### src/rtl/rv32i_mc_ctl.sv
// ---------------------------------------------------------------------------
// rv32i_mc_ctl
// Multi-cycle sequencing controller for the RV32I core. Steps one instruction
// at a time through FETCH -> DECODE -> EXEC -> (MEM) -> (WB). It drives the
// register enables, mux selects and memory requests for a datapath with a
// single shared ALU, register file and memory port.
//
// Parameters:
//   RESET_PC     PC value presented on o_reset_pc (loaded while i_rst is high)
//   MEM_TIMEOUT  max request cycles without i_mem_ready before trapping;
//                0 disables the timeout
//
// Ports:
//   i_clk, i_rst      clock, synchronous active-high reset
//   i_opcode          IR[6:0], valid from DECODE onward
//   i_branch_taken    branch comparator result, used in EXEC
//   i_mem_ready       memory handshake (accepted / data valid this cycle)
//   o_state           current FSM state (debug)
//   o_imem_req        instruction fetch request
//   o_dmem_req        data access request; o_dmem_we marks a store
//   o_ir_we, o_pc_we  IR latch and PC update enables
//   o_pc_sel          0 = PC+4, 1 = ALU result
//   o_rf_we           register file write
//   o_alu_op          00 R-type, 01 I-type, 10 pass B, 11 forced ADD
//   o_alu_src_a/b     operand selects (a: 0 rs1 / 1 PC, b: 0 rs2 / 1 imm)
//   o_wb_sel          00 ALU, 01 memory, 10 PC+4
//   o_retire          one-cycle pulse when an instruction completes
//   o_trap            high while in TRAP (illegal opcode / memory timeout)
//   o_reset_pc        RESET_PC constant
//
// Optional feature macro: RV32I_MC_CTL_PERF_CNT_EN
//   When defined, adds o_cycle_cnt and o_instret_cnt performance counters.
// ---------------------------------------------------------------------------
module rv32i_mc_ctl #(
    parameter logic [31:0] RESET_PC    = 32'h0000_0000,
    parameter int          MEM_TIMEOUT = 16
) (
    input  logic        i_clk,
    input  logic        i_rst,
    input  logic [6:0]  i_opcode,
    input  logic        i_branch_taken,
    input  logic        i_mem_ready,
    output logic [2:0]  o_state,
    output logic        o_imem_req,
    output logic        o_dmem_req,
    output logic        o_dmem_we,
    output logic        o_ir_we,
    output logic        o_pc_we,
    output logic        o_pc_sel,
    output logic        o_rf_we,
    output logic [1:0]  o_alu_op,
    output logic        o_alu_src_a,
    output logic        o_alu_src_b,
    output logic [1:0]  o_wb_sel,
    output logic        o_retire,
    output logic        o_trap,
    output logic [31:0] o_reset_pc
`ifdef RV32I_MC_CTL_PERF_CNT_EN
    ,
    output logic [31:0] o_cycle_cnt,
    output logic [31:0] o_instret_cnt
`endif
);

    typedef enum logic [2:0] {
        FETCH  = 3'd0,
        DECODE = 3'd1,
        EXEC   = 3'd2,
        MEM    = 3'd3,
        WB     = 3'd4,
        TRAP   = 3'd7
    } state_t;

    typedef enum logic [3:0] {
        CL_R, CL_I, CL_LOAD, CL_STORE, CL_BRANCH,
        CL_JAL, CL_JALR, CL_LUI, CL_AUIPC, CL_ILLEGAL
    } op_class_t;

    localparam logic [15:0] TIMEOUT_LAST = 16'(MEM_TIMEOUT - 1);

    state_t      state;
    state_t      next_state;
    op_class_t   op_class;
    logic [15:0] timeout_cnt;
    logic        waiting;
    logic        timed_out;

    assign o_reset_pc = RESET_PC;

    // Opcode classification; the opcode is held stable in IR from DECODE on,
    // so the class is recomputed every cycle instead of being registered.
    always_comb begin
        case (i_opcode)
            7'b0110011: op_class = CL_R;
            7'b0010011: op_class = CL_I;
            7'b0000011: op_class = CL_LOAD;
            7'b0100011: op_class = CL_STORE;
            7'b1100011: op_class = CL_BRANCH;
            7'b1101111: op_class = CL_JAL;
            7'b1100111: op_class = CL_JALR;
            7'b0110111: op_class = CL_LUI;
            7'b0010111: op_class = CL_AUIPC;
            default:    op_class = CL_ILLEGAL;
        endcase
    end

    // A memory wait is a requesting state without ready. The timeout fires on
    // the last permitted wait cycle; a ready on that same cycle wins because
    // waiting is then low.
    assign waiting   = ((state == FETCH) || (state == MEM)) && !i_mem_ready;
    assign timed_out = (MEM_TIMEOUT != 0) && waiting && (timeout_cnt == TIMEOUT_LAST);

    // Next-state selection.
    always_comb begin
        next_state = state;
        case (state)
            FETCH: begin
                if (i_mem_ready)
                    next_state = DECODE;
                else if (timed_out)
                    next_state = TRAP;
            end
            DECODE: begin
                next_state = (op_class == CL_ILLEGAL) ? TRAP : EXEC;
            end
            EXEC: begin
                case (op_class)
                    CL_LOAD, CL_STORE: next_state = MEM;
                    CL_BRANCH:         next_state = FETCH;
                    CL_ILLEGAL:        next_state = TRAP;
                    default:           next_state = WB;
                endcase
            end
            MEM: begin
                if (i_mem_ready)
                    next_state = (op_class == CL_STORE) ? FETCH : WB;
                else if (timed_out)
                    next_state = TRAP;
            end
            WB:      next_state = FETCH;
            TRAP:    next_state = TRAP;
            default: next_state = TRAP;
        endcase
    end

    // State register and wait counter. The counter only runs while a request
    // is stalled and is cleared by ready, by leaving the state, or by reset.
    always_ff @(posedge i_clk) begin
        if (i_rst) begin
            state       <= FETCH;
            timeout_cnt <= 16'd0;
        end else begin
            state <= next_state;
            if (waiting && (next_state == state))
                timeout_cnt <= timeout_cnt + 16'd1;
            else
                timeout_cnt <= 16'd0;
        end
    end

    // Output decode. Everything is forced to its idle value while reset is
    // high so that an instruction aborted by reset has no side effects.
    always_comb begin
        o_state     = i_rst ? FETCH : state;
        o_imem_req  = 1'b0;
        o_dmem_req  = 1'b0;
        o_dmem_we   = 1'b0;
        o_ir_we     = 1'b0;
        o_pc_we     = 1'b0;
        o_pc_sel    = 1'b0;
        o_rf_we     = 1'b0;
        o_alu_op    = 2'b00;
        o_alu_src_a = 1'b0;
        o_alu_src_b = 1'b0;
        o_wb_sel    = 2'b00;
        o_retire    = 1'b0;
        o_trap      = 1'b0;
        if (!i_rst) begin
            case (state)
                FETCH: begin
                    o_imem_req = 1'b1;
                    o_ir_we    = i_mem_ready;
                end
                EXEC: begin
                    case (op_class)
                        CL_R: begin
                            o_alu_op = 2'b00;
                        end
                        CL_I: begin
                            o_alu_op    = 2'b01;
                            o_alu_src_b = 1'b1;
                        end
                        CL_LUI: begin
                            o_alu_op    = 2'b10;
                            o_alu_src_b = 1'b1;
                        end
                        CL_AUIPC, CL_JAL: begin
                            o_alu_op    = 2'b11;
                            o_alu_src_a = 1'b1;
                            o_alu_src_b = 1'b1;
                        end
                        CL_LOAD, CL_STORE, CL_JALR: begin
                            o_alu_op    = 2'b11;
                            o_alu_src_b = 1'b1;
                        end
                        CL_BRANCH: begin
                            o_alu_op    = 2'b11;
                            o_alu_src_a = 1'b1;
                            o_alu_src_b = 1'b1;
                            o_pc_we     = 1'b1;
                            o_pc_sel    = i_branch_taken;
                            o_retire    = 1'b1;
                        end
                        default: begin
                            o_alu_op = 2'b00;
                        end
                    endcase
                end
                MEM: begin
                    o_dmem_req = 1'b1;
                    o_dmem_we  = (op_class == CL_STORE);
                    if (i_mem_ready && (op_class == CL_STORE)) begin
                        o_pc_we  = 1'b1;
                        o_retire = 1'b1;
                    end
                end
                WB: begin
                    o_rf_we  = 1'b1;
                    o_pc_we  = 1'b1;
                    o_retire = 1'b1;
                    if (op_class == CL_LOAD) begin
                        o_wb_sel = 2'b01;
                    end else if ((op_class == CL_JAL) || (op_class == CL_JALR)) begin
                        o_wb_sel = 2'b10;
                        o_pc_sel = 1'b1;
                    end
                end
                TRAP: begin
                    o_trap = 1'b1;
                end
                default: begin
                    o_trap = 1'b0;
                end
            endcase
        end
    end

`ifdef RV32I_MC_CTL_PERF_CNT_EN
    // Free-running cycle and retired-instruction counters, wrapping at 2^32.
    always_ff @(posedge i_clk) begin
        if (i_rst) begin
            o_cycle_cnt   <= 32'd0;
            o_instret_cnt <= 32'd0;
        end else begin
            o_cycle_cnt <= o_cycle_cnt + 32'd1;
            if (o_retire)
                o_instret_cnt <= o_instret_cnt + 32'd1;
        end
    end
`endif

endmodule

### config.mk
export PLATFORM = sky130hd
export DESIGN_NAME = rv32i_mc_ctl
export DESIGN_NICKNAME = d
export VERILOG_FILES = /design/src/rtl/rv32i_mc_ctl.sv
export SDC_FILE = /design/constraint.sdc
export NUM_CORES = 1
export LEC_CHECK = 0
export CAP_MARGIN = 15
export CORE_MARGIN = 1
export CORE_UTILIZATION = 57
export DETAILED_ROUTE_END_ITERATION = 12
export DONT_BUFFER_PORTS = 1
export PLACE_DENSITY = 0.74
export RECOVER_POWER = 50
export SKIP_LAST_GASP = 1
export SYNTH_ARGS = -nofsm -noshare
export SYNTH_HDL_FRONTEND = slang
export SYNTH_SLANG_ARGS = --single-unit
### constraint.sdc
create_clock -name i_clk -period 1.9 [get_ports i_clk]
set_clock_uncertainty 0.2 [all_clocks]
set_input_delay 0.38 -clock i_clk [delete_from_list [all_inputs] [get_ports i_clk]]
set_output_delay 0.38 -clock i_clk [all_outputs]
set_load 0.01 [all_outputs]
**Word-level counts from Yosys, hierarchy flattened**

Index checks and enable logic that the tools add are counted.

- $add $sub $neg: 1
- Eq/ne operators: 25
- Muxes and demuxes: 43
- Bitwise logic cells: 1
- Reductions and logical operators: 13

Operators with widths:

| cell | count |
|---|---|
| $pmux 4 s9 | 1 |
| $mux 1 | 25 |
| $eq 7x6->1 const B | 3 |
| $eq 7x7->1 const B | 3 |
| $mux 3 | 6 |
| $add 16x1->16 const B | 1 |
| $eq 16x4->1 const B | 1 |
| $eq 4x3->1 const B | 4 |
| $pmux 3 s5 | 1 |
| $eq 7x5->1 const B | 2 |
| $mux 2 | 6 |
| $pmux 3 s3 | 1 |
| $eq 4x2->1 const B | 2 |
| $eq 4x4->1 const B | 2 |
| $reduce_or 8->1 | 1 |
| $eq 7x2->1 const B | 1 |
| $eq 3x2->1 const B | 2 |
| $eq 3x3->1 const B | 2 |
| $pmux 2 s3 | 1 |
| $reduce_or 6->1 | 1 |
| $eq 4x1->1 const B | 1 |
| $logic_and 1x1->1 | 4 |
| $reduce_or 2->1 | 2 |
| $eq 3x1->1 const B | 1 |
| other kinds (8) | 9 |

- Flip-flop bits (word level): 19
- Output and inout port bits: 50
- Word-level logic and storage cells: 85

**Depth between registers and ports, before layout**

- Depth after elaboration: 11
- Depth in mapped cells: 7
- Mapped depth without buffers: 6

**Worst setup path before layout**

OpenSTA, ideal clock, no wires.

- Path kind: input to output
- Start: in i_rst
- End: out o_retire
- Data arrival time: 1682 ps
- Setup slack: -362 ps
- Stages on the path: 7
- Path buffers: 2
- Path through: buf_2 > nor2_1 > and3_1 > nor3b_2 > nand2_1 > o31ai_1 > buf_4

- Word-level cells in the longest chain between the ends: 1

Ends and longest elaborated chain:

| what | line | text |
|---|---|---|
| from (decl) | 39 | `input logic i_rst,` |
| $mux 1 | - |  |
| to (decl) | 55 | `output logic o_retire,` |

Every way passes these cells.

**Worst setup path after layout**

- Start: in i_opcode[4]
- End: out o_pc_sel

- Word-level cells in the longest chain between the ends: 8

Ends and longest elaborated chain:

| what | line | text |
|---|---|---|
| from (decl) | 40 | `input logic [6:0] i_opcode,` |
| $eq 7x5->1, or another cell as far along | 93 | `case (i_opcode)` |
| $pmux 4 s9 (*) | 93 |  |
| $eq 4x3->1 | 233 | `end else if ((op_class == CL_JAL) \|\| (op_class == CL_JALR)) begin` |
| $logic_or 1x1->1 | 233 |  |
| $mux 1 | 233 |  |
| $mux 1 | 231 | `if (op_class == CL_LOAD) begin` |
| $pmux 1 s2 (*) | 179 | `case (state)` |
| $mux 1 (*) | 178 | `if (!i_rst) begin` |
| to (decl) | 49 | `output logic o_pc_sel,` |

Mark *: on every way between the ends. The rest lies on a longest branch, timed or not.

==> run metrics <==
status complete, but fails checks; violated checks setup timing; WP data required between 1000 and 1500 ps; main combinational cell family by area after synthesis simple AND/OR/NAND/NOR gates; Worst IR Drop VDD 0.000636 V; layout cells sized above 1 25.1%; Vias 1360; total track usage approximately 22%; startpoint of the worst hold path i_rst; die height roughly 53 um; hold path depth 3; LEAKAGE 0.000660 uW; effective utilization at floorplan between 60% and 70%; Netlist Area Pre-Place 0.00150 sq mm; Arr. time, crit path 1380 ps; Remaining DRCs 0; Die W 53.3 um; CP Launch Type primary input; number of flops mapped to enable cells by yosys 0; share of flip-flops with an asynchronous set or reset 0%; # clock sinks 19; clock buffer depth 2; routability cong. 0.870; largest area contributor in the netlist dfxtp_1; first-pass GRT wire length 4710 um; Avg WL per Cell 13.1 um; Final HPWL DP approximately 2300 um; Cells after Synth 200; initial antenna violation count 0; multiplexer share of the synthesized area 0%; worst hold path type primary input to flop; Buf/Inv on CP 2; Main synth FF type dfxtp_1; Synth Area in Adders 0.835%; top-area cell type share of the netlist area 25.4%; Seq/Total Area, Yosys between 20% and 30%; Compound-Gate Fraction of Synth Area 10.0%; ranking of synthesized cells by area dfxtp_1 (25%), buf_4 (17%), nor2_1 (6.0%), xor2_1 (4.1%), xnor2_1 (3.5%); diode count 0; Worst Path Class, Setup primary input to output port; fmax 511 MHz; Yosys reg bits 19; Slew Limit Fails 0; H-tree depth 1; largest net degree at the start of global routing 13; crit path max fanout 9; Max stage delay on crit path 260 ps; total internal power 771 uW; Core Area 0.00248 sq mm; iteration-0 DRC count of the detailed router 34; Hold EP state[0]; Root Driver clkbuf_4; max-cap check violation count 0; Sw Pwr 501 uW; origin of the critical flop-to-flop path state[1]; Final #Nets ~230; R2R Setup Slk roughly 140 ps; CTS Buf Count 3; total global routing overflow 0; delay-heaviest family, CP simple AND/OR/NAND/NOR gates; worst flop-to-flop path endpoint timeout_cnt[5]; cell mode on critical path buf_4; area post-placement 0.00152 sq mm; cells on worst reg2reg path 5; Routed Antenna Nets 0; xor/xnor cell area share of the yosys netlist under 10%; Area Growth Syn to Fin 14.2%; Setup-failing EPs final 6; register share of total power around two fifths; Post-Syn Area per Cell 7.49 sq um; vias per cell 5.55; setup TNS -242 ps; RSZ-0062 raised after global routing true; fin crit share 103%; final setup margin -56.7 ps; IO Port Bufs 0; top cells by count, synth buf_4 (33), nor2_1 (24), dfxtp_1 (19); Clock transition at path regs 100 ps; Simple-Gate Fraction of Synth Area ~36%; DR pass1 iterations 4; crit path capture type output port; Sw Share between 30% and 40%; clk_lat worst skew 290 ps; final WL roughly 3200 um; crit-path cells nand3b_1 > nor4_2 > buf_4 > nand3_1 > a211oi_2 > buf_4; Final Critical Period 1960 ps; I/O pin cnt 61; Non-Filler Cell Area, Final 0.00171 sq mm; Crit-path slowest cell a211oi_2; combinational share of power 43.6%; Syn. warnings 0; FP Rows 18; synth unique cells 42; count leader, synth buf_4; vias in the first global route around 1100; Hold Vio Cnt, Final 0; TritonCTS clock tree built; full die area 0.00284 sq mm; pwr/cell area 743 mW/mm^2; Clk network pwr share ~16%
worst max-delay path by stage:
| stage | from | to | depth (start not counted) |
|---|---|---|---|
| after detailed placement | i_opcode[4] | o_pc_sel | 6 |
| after global placement | i_opcode[4] | o_pc_sel | 6 |
| final | i_opcode[4] | o_pc_sel | 6 |
| after floorplan | i_opcode[3] | o_retire | 5 |
| after CTS | i_opcode[5] | o_pc_sel | 6 |
| after global routing | state[1] | o_imem_req | 3 |
state kept, by name, summed over array words and instances, names as in the netlist:
name / cells
state: 3
timeout_cnt: 16
worst min-delay path, cell delays in order:
cell and delay (ps):
a211oi_1 30, o31ai_1 90, nand3_1 70
routing by layer:
layer / track usage [%] / up-vias / share of wire [%]
met5: 0 / - / 0
met1: 25.5 / 637 / 41
met2: 40.8 / 60 / 52
li1: - / 655 / -
met4: 3.95 / 0 / 1.4
met3: 6.61 / 8 / 5.1
cells in the final DEF (no fill, tap or decap), drive strengths merged, types with 2 or more instances in the layout:
cell,netlist,routed
nor4,7,7
a21oi,8,8
o21ai,6,6
xnor2,6,6
nor2b,7,7
buf,37,19
nand4,6,6
nand2,13,13
o31ai,2,2
nand3b,2,2
a211oi,3,3
nor2,26,26
conb,1,32
xor2,7,7
nand2b,6,6
nor3b,2,2
clkbuf,4,5
nor3,5,5
inv,3,3
nand3,10,10
and3,7,7
dfxtp,19,19
what timing repair did:
action | in CTS | in global routing
gates resized for setup | 17 | 15
pin swaps | 3 | 4
endpoints found under the hold margin | 1 | 0
hold buffers | 1 | 0
buffers inserted | 0 | 3
setup endpoints to repair | 9 | 10
power by group through the flow:
stage | clock network, uW | logic, uW | registers (uW)
finish | 197 | 555 | 519
floorplan | 0 | 427 | 466
global placement | 0 | 432 | 501
global route | 227 | 604 | 524
detailed placement | 0 | 445 | 505
CTS | 207 | 467 | 512
final cells by class:
| type | instances | area [sq um] |
|---|---|---|
| tap | 30 | 37.5 |
| inverter | 3 | 11.3 |
| multi-input combinational | 168 | 1090 |
| timing repair buffer | 21 | 158 |
| sequential | 19 | 392 |
| clock buffer | 4 | 26.3 |
| fill | 202 | 766 |
kinds of logic after synthesis:
logic type      after synthesis
simple gates                 98
buf+inv                      44
compound gates               24
flops                        19
xor+xnor                     13
fa+ha+maj                     1
other cells                   1
stage by stage:
step | total power, uW | hold slack [ps] | std cells | util [%] | setup WS (ps)
finish | 1270 | 115 | 245 | 69.1 | -56.7
global route | 1360 | 133 | 245 | 69.1 | -119
CTS | 1190 | 95.0 | 242 | 65.4 | -50.8
detailed placement | 949 | 257 | 237 | 61.5 | -145
global placement | 933 | 241 | 237 | 61.5 | -59.2
floorplan | 894 | 230 | 231 | - | -214
(Power assumes the default switching activity.)
